[config.mk]
export PLATFORM = sky130hd
export DESIGN_NAME = pipeline_control_unit
export DESIGN_NICKNAME = d
export VERILOG_FILES = /design/src/rtl/pipeline_control_unit.sv
export SDC_FILE = /design/constraint.sdc
export NUM_CORES = 1
export LEC_CHECK = 0
export ABC_AREA = 0
export BUFFER_PORTS_ARGS = -buffer_cell sky130_fd_sc_hd__buf_4
export CORE_MARGIN = 5
export CORE_UTILIZATION = 55
export DETAILED_ROUTE_END_ITERATION = 10
export PLACE_DENSITY_LB_ADDON = 0.12
export SLEW_MARGIN = 20
export SYNTH_ARGS = -nofsm -noshare
export SYNTH_HDL_FRONTEND = slang
export SYNTH_SLANG_ARGS = --single-unit
[constraint.sdc]
create_clock -name clk -period 5.65 [get_ports clk]
set_input_delay 0.565 -clock clk [delete_from_list [all_inputs] [get_ports clk]]
set_output_delay 0.565 -clock clk [all_outputs]
set_load 0.03 [all_outputs]
[src/rtl/pipeline_control_unit.sv]
// Hazard and memory-wait controller for a five-stage pipeline: load-use bubbles, branch
// flushes and bounded memory stalls with a timeout abort. It also keeps saturating stall/flush counters.
module pipeline_control_unit #(
  parameter int TIMEOUT = 255,
  parameter int CNT_W   = 16
) (
  input  logic             clk,
  input  logic             rst,
  input  logic [4:0]       Rs1_D,
  input  logic [4:0]       Rs2_D,
  input  logic [4:0]       RD_E,
  input  logic             MemReadE,
  input  logic             PCSrcE,
  input  logic             MemReqM,
  input  logic             MemReadyM,
  output logic             StallF,
  output logic             StallD,
  output logic             StallE,
  output logic             StallM,
  output logic             FlushD,
  output logic             FlushE,
  output logic             mem_timeout,
  output logic [CNT_W-1:0] stall_cnt,
  output logic [CNT_W-1:0] flush_cnt
);

  typedef enum logic [1:0] {RUN, MEM_WAIT, ABORT} state_t;

  localparam logic [15:0]      TIMEOUT_W = 16'(TIMEOUT);
  localparam logic [15:0]      WAIT_ONE  = 16'd1;
  localparam logic [CNT_W-1:0] CNT_ONE   = CNT_W'(1);
  localparam logic [CNT_W-1:0] CNT_MAX   = '1;

  state_t           r_state;
  logic [15:0]      r_wait_cnt;
  logic [CNT_W-1:0] r_stall_cnt;
  logic [CNT_W-1:0] r_flush_cnt;

  logic w_lu_hazard;
  logic w_mem_stall;
  logic w_stall_f, w_stall_d, w_stall_e, w_stall_m;
  logic w_flush_d, w_flush_e, w_timeout;

  assign w_lu_hazard = MemReadE & (RD_E != 5'd0) & ((RD_E == Rs1_D) | (RD_E == Rs2_D));
  assign w_mem_stall = MemReqM & ~MemReadyM;

  // Outputs are combinational so stalls assert in the hazard cycle and release in the ready cycle.
  always_comb begin
    w_stall_f = 1'b0;
    w_stall_d = 1'b0;
    w_stall_e = 1'b0;
    w_stall_m = 1'b0;
    w_flush_d = 1'b0;
    w_flush_e = 1'b0;
    w_timeout = 1'b0;
    if (!rst) begin
      if (r_state == ABORT) begin
        w_timeout = 1'b1;
        w_flush_e = 1'b1;
      end else if (w_mem_stall) begin
        w_stall_f = 1'b1;
        w_stall_d = 1'b1;
        w_stall_e = 1'b1;
        w_stall_m = 1'b1;
      end else if (PCSrcE) begin
        w_flush_d = 1'b1;
        w_flush_e = 1'b1;
      end else if (w_lu_hazard) begin
        w_stall_f = 1'b1;
        w_stall_d = 1'b1;
        w_flush_e = 1'b1;
      end
    end
  end

  always_ff @(posedge clk or posedge rst) begin
    if (rst) begin
      r_state    <= RUN;
      r_wait_cnt <= '0;
    end else begin
      case (r_state)
        RUN: begin
          if (w_mem_stall) begin
            r_state    <= MEM_WAIT;
            r_wait_cnt <= WAIT_ONE;
          end
        end
        MEM_WAIT: begin
          if (!w_mem_stall) begin
            r_state    <= RUN;
            r_wait_cnt <= '0;
          end else if (r_wait_cnt == TIMEOUT_W) begin
            r_state    <= ABORT;
            r_wait_cnt <= '0;
          end else begin
            r_wait_cnt <= r_wait_cnt + WAIT_ONE;
          end
        end
        ABORT: begin
          r_state    <= RUN;
          r_wait_cnt <= '0;
        end
        default: begin
          r_state    <= RUN;
          r_wait_cnt <= '0;
        end
      endcase
    end
  end

  // Counters stick at all-ones rather than wrapping.
  always_ff @(posedge clk or posedge rst) begin
    if (rst) begin
      r_stall_cnt <= '0;
      r_flush_cnt <= '0;
    end else begin
      if (w_stall_f && (r_stall_cnt != CNT_MAX)) r_stall_cnt <= r_stall_cnt + CNT_ONE;
      if ((w_flush_d || w_flush_e) && (r_flush_cnt != CNT_MAX)) r_flush_cnt <= r_flush_cnt + CNT_ONE;
    end
  end

  assign StallF      = w_stall_f;
  assign StallD      = w_stall_d;
  assign StallE      = w_stall_e;
  assign StallM      = w_stall_m;
  assign FlushD      = w_flush_d;
  assign FlushE      = w_flush_e;
  assign mem_timeout = w_timeout;
  assign stall_cnt   = r_stall_cnt;
  assign flush_cnt   = r_flush_cnt;

endmodule

==> flow_summary.yaml <==
outcome:
  status: "completed"
place:
  post-dp-hpwl_um: 4470
  port_buffers: 59
  placedCellCount: 402
  preCtsSetupSlack_ns: 2.85
  placed_cell_area_um2: 3200
  gp_congestion: 0.809
grt:
  grt_pass1_wl_um: 10200
  antenna_found_initial: 0
  grt-ovfl-total: 0
  grt_max_degree: 51
  grt_usage_pct: 20.1
  grt_pass1_vias: 2200
clocking:
  cts_hold_buffers: 0
  cts_buffers: 5
  cts_max_level: 2
  cts_buffer_depth: 2
  insertion_delay_ns: 0.31
  postCtsSetupBuffers: 0
  cts.sink_count: 50
  cts.clk_slew.worst_paths_ns: 0.10
  cts_resized: 0
  cts_tree: "built"
  clock-root-buffer: "clkbuf_8"
critical_path:
  cpPeakStageDelay_ns: 0.52
  path_delay_family: "simple AND/OR/NAND/NOR gates"
  r2r_end: "stall_cnt[1]"
  critPathBufInv: 3
  startpoint_type: "input port"
  arrival_ns: 2.25
  crit_top_cell: "buf_4"
  reg2regPathDepth: 6
  crit_fanout: 15
  cp-end-kind: "output port"
  path_depth: 7
  rr_startpoint: "stall_cnt[0]"
  crit_slowest_cell: "or4_1"
  cp_cell_sequence: "buf_4 > or4_1 > o21a_1 > and2_4 > a21boi_4 > inv_1 > buf_4"
  crit_required_ns: 5.09
  ff2ff_setup_slack_ns: 3.21
  critPathKind: "input port to output port"
sta:
  max_freq_mhz: 356
  layout_setup_ws_ns: 2.84
  slew_violations: 0
  worstMarginPinSlew_ns: 0.699
  holdWs_ns: 0.461
  grt_setup_unrepaired: "no"
  final-hold-violation-count: 0
  relSlewSlack_pct: 53.3
  min_period_ns: 2.81
  skew_ns: 0.00778
  tns_ns: 0
  fin_crit_sh_pct: 49.8
  setup_violations: 0
yosys:
  syn_nets: 303
  ys_seq_area_share_pct: 46.5
  syn_area_um2: 2690
  ys_ff_latch: 50
  async_reset_ff_share_pct: 100
  synth.distinct_cells: 44
  synth_edf_count: 0
  synthFlopType: "dfrtp_1"
  ys_warn_count: 0
  avgSynthCellArea_um2: 9.65
  postSynthCellCount: 279
cells_and_area:
  finalNetCount: 366
  design_area_um2: 3310
  antenna_cells: 0
  layout-drive-gt1-share_pct: 22.7
  syn2layout_area_growth_pct: 22.8
  final_cells: 410
  fin_util_pct: 70.0
die:
  start_util_pct: 57.0
  ios: 60
  fp-row-count: 25
  core_um2: 4720
  die_x_um: 80.0
  die_area_um2: 6400
  die_h_um: 80.0
drt:
  drt_wl_total_um: 5980
  drt-pass1-iter-count: 4
  vias_per_cell: 5.45
  drc: 0
  ant_nets: 0
  vias: 2233
  drt-initial-drc-count: 146
  avgRoutedWirePerCell_um: 14.6
power_and_ir_drop:
  power_density_nw_per_um2: 307
  irDropWorstVdd_uv: 220
  p_leak_nw: 1.55
  p_total_mw: 1.01
flow_run:
  cap_violations: 0
min_path:
  hold_class: "input port to async pin"
[sequential cells by signal, summed over array words and instances (netlist names)]
name,flops
flush_cnt,16
stall_cnt,16
r_wait_cnt,16
r_state,2
[cells in the final DEF, fill, tap and decap left out, types with 2 or more instances in the layout]
cell,n
dfrtp_1,50
buf_4,60
nor4_1,13
nand3_1,16
clkinv_2,2
or2_2,2
and3_1,6
nand4_1,9
ha_1,3
or4_1,2
nor3_1,17
and2_1,2
mux2_1,2
inv_1,11
clkbuf_8,5
nor2_1,26
and4_1,2
a21boi_4,2
nor2b_1,2
xor2_1,22
nand2_1,29
o21ai_0,11
xnor2_1,26
[per-layer routing]
| layer | track usage [%] | wire (µm) | up-vias |
|---|---|---|---|
| met2 | 33.7 | 2840 | 65 |
| met1 | 25.5 | 2690 | 1062 |
| met5 | 0 | 0 | - |
| met4 | 5.07 | 60 | 0 |
| met3 | 5.42 | 380 | 6 |
| li1 | - | - | 1100 |
[final cells by class]
class | instances | area (µm²)
fill | 382 | 1420
multi-input combinational | 213 | 1370
sequential | 50 | 1250
timing repair buffer | 60 | 450
tap | 67 | 83.8
clock buffer | 5 | 68.8
inverter | 12 | 45.0
clock inverter | 3 | 40.0
[worst register-to-register path, stage by stage (launching register included)]
cell and delay (ns):
dfrtp_1 0.44, ha_1 0.23, nand4_1 0.25, or4_1 0.53
and3_1 0.23, a21boi_4 0.29, mux2_1 0.35
[how the worst max path moves through the flow]
stage	start	endpoint	slack [ns]
6_report	RD_E[1]	FlushE	2.84
5_1_grt	RD_E[1]	FlushE	2.76
4_1_cts	RD_E[1]	FlushE	2.83
3_5_place_dp	RD_E[1]	FlushE	2.85
3_3_place_gp	RD_E[1]	FlushE	2.85
2_1_floorplan	rst	FlushE	2.39
[Yosys cell counts, drive strengths merged, types with 3 or more instances]
library cell	count	share of area [%]
buf	3	0.98
nand3	16	3.0
nor3	18	3.5
xnor2	26	8.5
mux2	3	1.3
nor2	26	3.6
o21ai	12	2.2
or2	3	0.70
nor4	13	3.0
dfrtp	50	46
ha	3	1.4
and3	6	1.4
and2	3	0.79
inv	12	1.7
nand2	29	4.0
nand4	9	2.1
xor2	22	7.2
[logic make-up (layout without fill, tap and decap cells)]
group,Yosys count,after routing,synth area share (%)
AO/OA/AOI/OAI,23,23,6.60
adder cells (fa/ha/maj),3,3,1.39
AND/OR/NAND/NOR,136,136,25.9
multiplexers,3,3,1.25
XOR/XNOR,48,48,15.6
flip-flops,50,50,46.5
buffers and inverters,16,80,2.79
[power breakdown]
group | switching [mW] | leakage (nW) | total [mW] | internal [mW]
Sequential | 0.0614 | 0.650 | 0.466 | 0.404
Clock | 0.123 | 0.0579 | 0.253 | 0.130
Combinational | 0.177 | 0.840 | 0.295 | 0.117
Total | 0.361 | 1.55 | 1.01 | 0.652
Power figures use the tool's default switching activity.
